==> src/rtl/fetch_queue_pkg.sv <==
// Shared defaults and entry type for the instruction fetch queue.
package fetch_queue_pkg;

    localparam int FQ_DATA_WIDTH = 32;
    localparam int FQ_ADDR_WIDTH = 32;
    localparam int FQ_PC_STEP    = 4;
    localparam logic [FQ_ADDR_WIDTH-1:0] FQ_RESET_PC = '0;

    typedef struct packed {
        logic [FQ_ADDR_WIDTH-1:0] pc;
        logic [FQ_DATA_WIDTH-1:0] instr;
    } fq_entry_t;

endpackage

==> src/rtl/fq_ring_buffer.sv <==
// Circular storage for fetched {pc, instr} entries with flush.
module fq_ring_buffer
    import fetch_queue_pkg::*;
#(
    parameter int  DEPTH   = 4,
    parameter type entry_t = fq_entry_t
) (
    input  logic                   clk,
    input  logic                   rst,
    input  logic                   flush,
    input  logic                   enq,
    input  entry_t                 enq_data,
    input  logic                   deq,
    output entry_t                 head,
    output logic [$clog2(DEPTH):0] count
);

    localparam int PW = $clog2(DEPTH);
    localparam int CW = PW + 1;

    entry_t        mem [DEPTH];
    logic [PW-1:0] head_ptr;
    logic [PW-1:0] tail_ptr;

    // Pointers wrap naturally because DEPTH is a power of two.
    always_ff @(posedge clk) begin
        if (rst || flush) begin
            head_ptr <= '0;
            tail_ptr <= '0;
            count    <= '0;
        end else begin
            if (enq) tail_ptr <= tail_ptr + PW'(1);
            if (deq) head_ptr <= head_ptr + PW'(1);
            case ({enq, deq})
                2'b10:   count <= count + CW'(1);
                2'b01:   count <= count - CW'(1);
                default: count <= count;
            endcase
        end
    end

    always_ff @(posedge clk) begin
        if (enq && !flush && !rst) mem[tail_ptr] <= enq_data;
    end

    assign head = mem[head_ptr];

endmodule

==> src/rtl/fetch_queue.sv <==
// Instruction fetch front end: request issue, credits, drop and PC tracking.
module fetch_queue
    import fetch_queue_pkg::*;
#(
    parameter int DATA_WIDTH = FQ_DATA_WIDTH,
    parameter int ADDR_WIDTH = FQ_ADDR_WIDTH,
    parameter int DEPTH      = 4,
    parameter logic [ADDR_WIDTH-1:0] RESET_PC = ADDR_WIDTH'(FQ_RESET_PC),
    parameter int PC_STEP    = FQ_PC_STEP
) (
    input  logic                  clk,
    input  logic                  rst,
    input  logic                  start,
    input  logic                  redirect_i,
    input  logic [ADDR_WIDTH-1:0] redirect_addr_i,
    output logic                  imem_req_o,
    output logic [ADDR_WIDTH-1:0] imem_addr_o,
    input  logic                  imem_gnt_i,
    input  logic                  imem_rvalid_i,
    input  logic [DATA_WIDTH-1:0] imem_rdata_i,
    output logic                  valid_o,
    output logic [DATA_WIDTH-1:0] instr_o,
    output logic [ADDR_WIDTH-1:0] pc_o,
    output logic [ADDR_WIDTH-1:0] pc_inc_o,
    input  logic                  ready_i
);

    localparam int CW  = $clog2(DEPTH) + 1;
    localparam int CW1 = CW + 1;
    localparam logic [ADDR_WIDTH-1:0] STEP  = ADDR_WIDTH'(PC_STEP);
    localparam logic [CW:0]           LIMIT = CW1'(DEPTH);

    typedef struct packed {
        logic [ADDR_WIDTH-1:0] pc;
        logic [DATA_WIDTH-1:0] instr;
    } entry_t;

    logic [ADDR_WIDTH-1:0] fetch_pc;
    logic [ADDR_WIDTH-1:0] tail_pc;
    logic [CW-1:0]         outstanding;
    logic [CW-1:0]         drop;
    logic [CW-1:0]         count;
    logic [CW:0]           inflight;
    logic                  fire;
    logic                  discard;
    logic                  enq;
    logic                  deq;
    logic                  has_head;
    entry_t                enq_data;
    entry_t                head;

    // Credits cover both queued and in-flight entries, so a response
    // always finds a free slot.
    assign inflight    = {1'b0, count} + {1'b0, outstanding};
    assign imem_req_o  = start & ~rst & ~redirect_i & (inflight < LIMIT);
    assign imem_addr_o = fetch_pc;
    assign fire        = imem_req_o & imem_gnt_i;

    assign discard  = imem_rvalid_i & (drop != '0);
    assign enq      = imem_rvalid_i & ~discard & ~redirect_i;
    assign enq_data = '{pc: tail_pc, instr: imem_rdata_i};

    assign has_head = (count != '0);
    assign valid_o  = has_head & ~redirect_i;
    assign deq      = valid_o & ready_i;
    assign instr_o  = has_head ? head.instr : '0;
    assign pc_o     = has_head ? head.pc : '0;
    assign pc_inc_o = has_head ? head.pc + STEP : '0;

    // On redirect every response still owed by memory becomes stale.
    always_ff @(posedge clk) begin
        if (rst) begin
            fetch_pc    <= RESET_PC;
            tail_pc     <= RESET_PC;
            outstanding <= '0;
            drop        <= '0;
        end else if (redirect_i) begin
            fetch_pc    <= redirect_addr_i;
            tail_pc     <= redirect_addr_i;
            outstanding <= outstanding - CW'(imem_rvalid_i);
            drop        <= outstanding - CW'(imem_rvalid_i);
        end else begin
            if (fire) fetch_pc <= fetch_pc + STEP;
            if (enq)  tail_pc  <= tail_pc + STEP;
            outstanding <= outstanding + CW'(fire) - CW'(imem_rvalid_i);
            drop        <= drop - CW'(discard);
        end
    end

    fq_ring_buffer #(
        .DEPTH   (DEPTH),
        .entry_t (entry_t)
    ) u_ring (
        .clk      (clk),
        .rst      (rst),
        .flush    (redirect_i),
        .enq      (enq),
        .enq_data (enq_data),
        .deq      (deq),
        .head     (head),
        .count    (count)
    );

endmodule

==> config.mk <==
export PLATFORM = sky130hd
export DESIGN_NAME = fetch_queue
export DESIGN_NICKNAME = d
export VERILOG_FILES = /design/src/rtl/fetch_queue_pkg.sv /design/src/rtl/fq_ring_buffer.sv /design/src/rtl/fetch_queue.sv
export SDC_FILE = /design/constraint.sdc
export NUM_CORES = 1
export LEC_CHECK = 0
export CAP_MARGIN = 5
export CORE_MARGIN = 5
export CORE_UTILIZATION = 55
export CTS_CLUSTER_SIZE = 16
export DETAILED_ROUTE_END_ITERATION = 8
export PLACE_DENSITY = 0.8
export SETUP_SLACK_MARGIN = 0.2
export SLEW_MARGIN = 20
export SYNTH_ARGS = -nofsm -noshare
export SYNTH_HDL_FRONTEND = slang
export SYNTH_SLANG_ARGS = --single-unit
==> constraint.sdc <==
create_clock -name clk -period 9.75 [get_ports clk]
set_clock_uncertainty 0.1 [all_clocks]
set_input_delay 1.95 -clock clk [delete_from_list [all_inputs] [get_ports clk]]
set_output_delay 1.95 -clock clk [all_outputs]
set_load 0.02 [all_outputs]
After elaboration in Yosys (flattened, before gate mapping)
Memory sizes are Yosys's and may differ from the RTL's. A register that Yosys moved wholly into a read port is not among the register bits.
Cells that the tools add are included.

word-level totals
  bits in registers = 77
  bits in writable memories = 256
  input bits = 71
  output and inout bits = 130
  logic and storage cells = 59
  memories kept = 1

memory list
  name        depth  bits a word  read ports  clocked after memory_dff  wr ports  RTL line              text
  u_ring.mem  4      64           1           1                         1         fq_ring_buffer.sv:21  entry_t mem [DEPTH];

operators by class
  $add $sub $neg = 12
  $lt $le $gt $ge = 1
  equal/unequal tests = 2
  multiplexer cells = 14
  bitwise logic cells = 12
  reduce and logical (&&, ||, !) cells = 10

operators with widths
  cell                                                         count
  two-way mux 32 bit                                           7
  adder 32 x 3 -> 32 bit (second input constant)               3
  bitwise AND 1 bit                                            9
  subtractor 3 x 1 -> 3 bit                                    3
  two-way mux 3 bit                                            2
  case mux 3 bit (2 select lines)                              1
  nonzero test 2 bit                                           3
  nonzero test 3 bit                                           2
  adder 2 x 1 -> 2 bit (second input constant)                 2
  adder 3 x 3 -> 4 bit                                         1
  less-than comparator 4 x 3 -> 1 bit (second input constant)  1
  two-way mux 2 bit                                            2
  adder 3 x 1 -> 3 bit                                         1
  adder 3 x 1 -> 3 bit (second input constant)                 1
  inverter 1 bit                                               3
  subtractor 3 x 1 -> 3 bit (second input constant)            1
  equality test 2 x 1 -> 1 bit (second input constant)         1
  equality test 2 bit (second input constant)                  1
  logical AND 1 bit                                            2
  zero test 1 bit                                              2
  two-way mux 1 bit                                            2
  logical OR 1 bit                                             1

Depth between registers and ports, before layout
  depth after elaboration = 9
  depth in mapped cells = 15

Hierarchy
A second synthesis with hierarchy kept.

unflattened totals
  cell total of the unflattened synthesis = 1143
  area, all modules = 15230.9 µm²

modules (own cells, without submodules)
  module          times used  cells an instance  area an instance (µm²)  sequential area each (µm²)
  fq_ring_buffer  1           381                9743.1                  7867.5
  fetch_queue     1           762                5487.8                  1401.3

Worst setup path before layout
Ideal clock, no wire load.

  kind = input-to-reg
  start = in imem_rvalid_i
  end = mem u_ring.mem[0][0] in the netlist's numbering, enable pin
  setup time = 0.429 ns
  arrival time = 4.296 ns
  data required time = 9.221 ns
  path slack = 4.925 ns
  stages on the path = 3
  cells stage by stage = nor4b_2 -> clkbuf_1 -> and3_1

on the way
  cells in the longest elaborated chain, start to end = 8

ends and longest elaborated chain
  element                                    RTL line              text
  start, declared                            fetch_queue.sv:19     input logic imem_rvalid_i,
  bitwise AND 1 bit                          fetch_queue.sv:59     assign discard = imem_rvalid_i & (drop != '0);
  inverter 1 bit                             fetch_queue.sv:60     assign enq = imem_rvalid_i & ~discard & ~redirect_i;
  bitwise AND 1 bit * (2 in series)          fetch_queue.sv:60
  logical AND 1 bit * (2 in series)          fq_ring_buffer.sv:43  if (enq && !flush && !rst) mem[tail_ptr] <= enq_data;
  two-way mux 1 bit *                        fq_ring_buffer.sv:43
  two-way mux 1 bit (not written as such) *  fq_ring_buffer.sv:43
  end, declared                              fq_ring_buffer.sv:21

Mark *: on every way between the ends. The rest lies on a longest branch, timed or not.

==> run summary <==
Main flop type after synthesis: edfxtp_1
Wire per inst: 20.6 µm
Number of buffers created by CTS: 31
Setup Fix Bufs, Post-CTS: 0
Syn nets: 1138
DIE AREA: 0.0299 mm²
Fmax: 149 MHz
R2R depth: 12
Clock Sink Count: 335
RePlAce Congestion: 0.817
Unrepaired setup endpoints after global routing: no
Bufs on Longest Clock Path: 3
CORE AREA: 0.0261 mm²
Register Area: 0.00927 mm²
Antenna-violating nets left: 0
Post-layout minimum cycle time: 6.73 ns
Die W: 173 µm
Int Pwr: 2.36 mW
Row count: 59
Largest net degree at the start of global routing: 96
Layout Cells excl Fill: 1595
Routed vias: 9328
Final Cycle Share: 69.1%
Initial antenna violation count: 0
Initial Util: 55.9%
Dpl hpwl: 21400 µm
Drc violations: 0
Number of synthesized flops with an enable pin: 256
Startpoint types: flip-flop
# fillers: 1832
Sequential area share after synthesis: 63.5%
Unique masters post-synth: 57
Worst hold path class: reg -> reg
Final setup violation count: 0
Area of the multi-input gates: 0.00497 mm²
Synth Register Bits: 335
CTS tree: done
P&R area growth vs syn: 22.3%
Logic gate share of total power: 7.6%
Synth Instances: 1049
Slew HR: 31.8%
Ys async rst share: 0%
Critical Path AT: 4.68 ns
Die Height: 173 µm
# hold bufs at CTS: 0
Worst-Margin Slew: 1.02 ns
Reg power frac: 53.1%
Syn avg cell area: 13.9 µm²
Vias in the first global route: 9350
Drt first pass iters: 7
Critical Path RT: 7.70 ns
Vias per inst: 5.85
Later-pin clock latency in the skew report: 0.54 ns
Crit Path Class: reg -> out
Worst hold stages: 2
Status: complete, no violations
Share of post-route cells with drive strength above 1: 11.8%
Cell Area, Synth: 0.0146 mm²
GRT Overall Usage: 21.4%
Peak VDD IR: 0.000132 V
Htree depth: 1
Number of port buffers: 200
Clock slew seen by the registers of the worst setup and hold paths: 0.06 ns
Setup crit end kind: output port
Synth warnings: 0
I/O pins: 201
First-pass GRT wire length: 51900 µm
Clock root buffer master: clkbuf_16
Sw Ratio: 22.1%
Setup TNS: 0 ns
Final Max Tran Viols: 0
Clock share of power: 39.3%
Final nets: 1325
Total wire length: 32800 µm
MaxCap Viol Count: 0
Cells after DPL: 1538
CTS resizes: 0
# diodes: 0
CP Max Fanout: 35
Leakage: 5.77 nW
DRT iter0 DRCs: 823
Power density cells: 170 mW/mm²
Final hold vios: 0
GRT overflow: 0
P_sw: 0.671 mW
-- sequential cells by signal, summed over array words and instances, names as in the netlist, named ones only --
signal / count
imem_addr_o: 32
drop: 3
u_ring.mem: 256
u_ring.count: 3
u_ring.tail_ptr: 2
tail_pc: 32
outstanding: 3
u_ring.head_ptr: 2
-- layout make-up --
class / instances / share of cell area [%]
Multi-Input combinational cell: 630 / 27.8
Tap cell: 335 / 2.35
Sequential cell: 335 / 51.9
Clock inverter: 17 / 1.03
Inverter: 27 / 0.567
Timing Repair Buffer: 211 / 11.6
Clock buffer: 40 / 4.64
-- per-layer routing --
layer	global-route usage, %	vias up	wire length [µm]
met1	31.8	4586	14400
li1	-	4282	-
met3	2.99	43	2530
met5	0	-	0
met2	34.4	417	15300
met4	4.39	0	564
-- power groups by stage --
| stage | Combinational (mW) | Sequential, mW | Clock, mW |
|---|---|---|---|
| 3_3_place_gp | 0.226 | 1.64 | 0 |
| 3_5_place_dp | 0.231 | 1.64 | 0 |
| 5_1_grt | 0.251 | 1.61 | 1.28 |
| 2_1_floorplan | 0.118 | 1.64 | 0 |
| 6_report | 0.231 | 1.61 | 1.19 |
| 4_1_cts | 0.232 | 1.61 | 1.21 |
-- critical path: stages (launching register included) --
cell and delay, ns:
dfxtp_2 0.86, buf_4 0.58, mux4_2 0.37, nand4_1 0.36, nor4_1 0.82, nand4b_1 0.20
xor2_1 0.18, nor2_1 0.09, clkdlybuf4s50_1 0.64
-- cell usage in the layout, fill, tap and decap left out, types with 32 or more instances in the layout --
master / synthesis / routed
clkdlybuf4s50_1: 0 / 199
xnor2_1: 32 / 32
edfxtp_1: 256 / 256
nand2_1: 66 / 66
a21oi_1: 32 / 32
dfxtp_1: 79 / 77
nor2_1: 93 / 93
nor2b_1: 69 / 69
xor2_1: 40 / 40
mux4_2: 64 / 64
-- cells in the mapped netlist (26+ instances only) --
| cell | count | area share (%) |
|---|---|---|
| xor2_1 | 40 | 2.4 |
| dfxtp_1 | 79 | 11 |
| nor2_1 | 93 | 2.4 |
| mux4_2 | 64 | 9.9 |
| clkbuf_1 | 38 | 0.98 |
| nand2_1 | 66 | 1.7 |
| edfxtp_1 | 256 | 53 |
| inv_1 | 26 | 0.67 |
| a21oi_1 | 32 | 1.1 |
| xnor2_1 | 32 | 1.9 |
| nor2b_1 | 69 | 3.0 |
-- cells by family (layout without fill, tap and decap cells) --
family	Yosys count	after routing	share of synthesized area [%]
compound gates	112	112	4.75
xor+xnor	72	72	4.32
fa+ha+maj	18	18	1.65
buf+inv	84	295	2.51
flops	335	335	63.5
mux	74	74	10.6
simple gates	354	354	12.7
-- metrics by stage --
step / hold WS [ns] / utilization (%) / setup WS [ns] / cell area, µm² / power, mW
detailed placement: 0.357 / 64.5 / 3.53 / 16800 / 1.87
CTS: 0.369 / 68.3 / 2.94 / 17900 / 3.05
floorplan: 0.360 / - / 4.93 / 14600 / 1.76
global route: 0.388 / 68.3 / 2.76 / 17900 / 3.14
finish: 0.371 / 68.3 / 3.02 / 17900 / 3.03
global placement: 0.347 / 64.5 / 3.67 / 16800 / 1.86
-- path summary, 6_finish.rpt --
kind                    from             end  slack [ns]
max                flip-flop    pc_inc_o[24]        3.02
min           imem_addr_o[0]  imem_addr_o[0]        0.37
max reg2reg  u_ring.count[2]  outstanding[2]        5.63
min reg2reg   imem_addr_o[0]  imem_addr_o[0]        0.37
Note: power is estimated with default switching activity, not from simulation.
==> patch (same flow settings) <==
Set the package constant `FQ_DATA_WIDTH` to 48 (it was 32).
--- a/src/rtl/fetch_queue_pkg.sv
+++ b/src/rtl/fetch_queue_pkg.sv
@@ -1,7 +1,7 @@
 // Shared defaults and entry type for the instruction fetch queue.
 package fetch_queue_pkg;
 
-    localparam int FQ_DATA_WIDTH = 32;
+    localparam int FQ_DATA_WIDTH = 48;
     localparam int FQ_ADDR_WIDTH = 32;
     localparam int FQ_PC_STEP    = 4;
     localparam logic [FQ_ADDR_WIDTH-1:0] FQ_RESET_PC = '0;
Ports: changed (resized imem_rdata_i and instr_o); port bits go from 201 to 233. No check against the original RTL was run, so the function may have changed too.
==> patch against the unedited design <==
  * Synthesized cell count grew 11%
  * Design area grew 18%
  * Sequential cell count grew 64
  * Synthesized area is 18% higher
  * Critical path depth fell by 1
  * Worst setup slack improved by 0.055 ns
  * Global-route usage grew 1.4 points
  * Non-clock buffer count increased by 33
  * Fmax rose by 0.82%
  * Total power grew 20%
  * Routed wire length is 22% higher
  * Sequential power increased by 19%
  * Critical endpoint is now pc_inc_o[27]
  * Largest cell class unchanged
==> patch: results (changes against the unedited design) <==
status: "completed"
hp-start: "imem_addr_o[1]"
syn_area_per_cell_um2: 14.7  # +5.9%
ys_seq_area_frac: 0.650  # +0.0151
drt-met1-wl_um: 17000  # +18%
synth_mux_area_frac: 0.117  # +0.0113
grt_max_degree: 79  # -18%
p_comb_w: 0.000262  # +13%
portBuffers: 232  # +16%
largest_reg_flops: 320  # +25%
crit_path_top_delay_cell: "dfxtp_4"
drtPass1Iterations: 5  # -2
routabilityCongestion: 0.850  # +4.0%
clkSinkCount: 399  # +19%
worst_hold_path.endpoint: "imem_addr_o[1]"
drt_wl_total_um: 40100  # +22%
syn-num-nets: 1273  # +12%
vias_per_cell: 6.03  # +3.1%
seq_share: 0.531  # +0.0113
multi_input_cells: 672  # +6.7%
buf_share: 0.114  # -0.00238
drtIter0Drc: 1025  # +25%
relSlewSlack: 0.321  # +0.00251
cp.arrival_ns: 4.63  # -0.05 ns
wl_met2_um: 18800  # +23%
grt_use_total: 0.227  # +0.0136
dp.cells: 1745  # +13%
synth_compound_area_frac: 0.0469  # -0.000533
stdcell_count: 1818  # +14%
critPathMaxStageDelay_ns: 0.98  # +0.12 ns
cp-endpoint: "pc_inc_o[27]"
htreeDepth: 2  # +1
nClkBuffers: 51  # +28%
finalNetCount: 1496  # +13%
grt_first_pass_wirelength_um: 63400  # +22%
drive_above_1_share: 0.118  # about the same
p_int_w: 0.00285  # +21%
synth_enable_flop_cells: 320  # +25%
-- patch: cell count changes in the layout (fill, tap and decap cells not counted), moves of 12 or more --
cell	before	now
nor2_1	93	71
edfxtp_1	256	320
nor2b_1	69	1
xor2_1	40	14
clkdlybuf4s50_1	199	231
a21oi_1	32	44
and2_1	6	83
-- patch: per-stage QoR --
step | instance area [um^2] | setup WS, ns | hold WS [ns] | power (W)
floorplan | 17200 | 4.44 | 0.360 | 0.00208
global placement | 19900 | 3.45 | 0.348 | 0.00221
detailed placement | 19900 | 3.38 | 0.353 | 0.00221
CTS | 21100 | 2.97 | 0.363 | 0.00367
global route | 21100 | 2.74 | 0.384 | 0.00377
finish | 21100 | 3.07 | 0.356 | 0.00364
-- patch: kinds of logic after synthesis --
logic type               count (synthesis)
multiplexers                            95
adder cells (fa/ha/maj)                 18
AND/OR/NAND/NOR                        375
AO/OA/AOI/OAI                          128
flip-flops                             399
XOR/XNOR                                56
buffers and inverters                   97
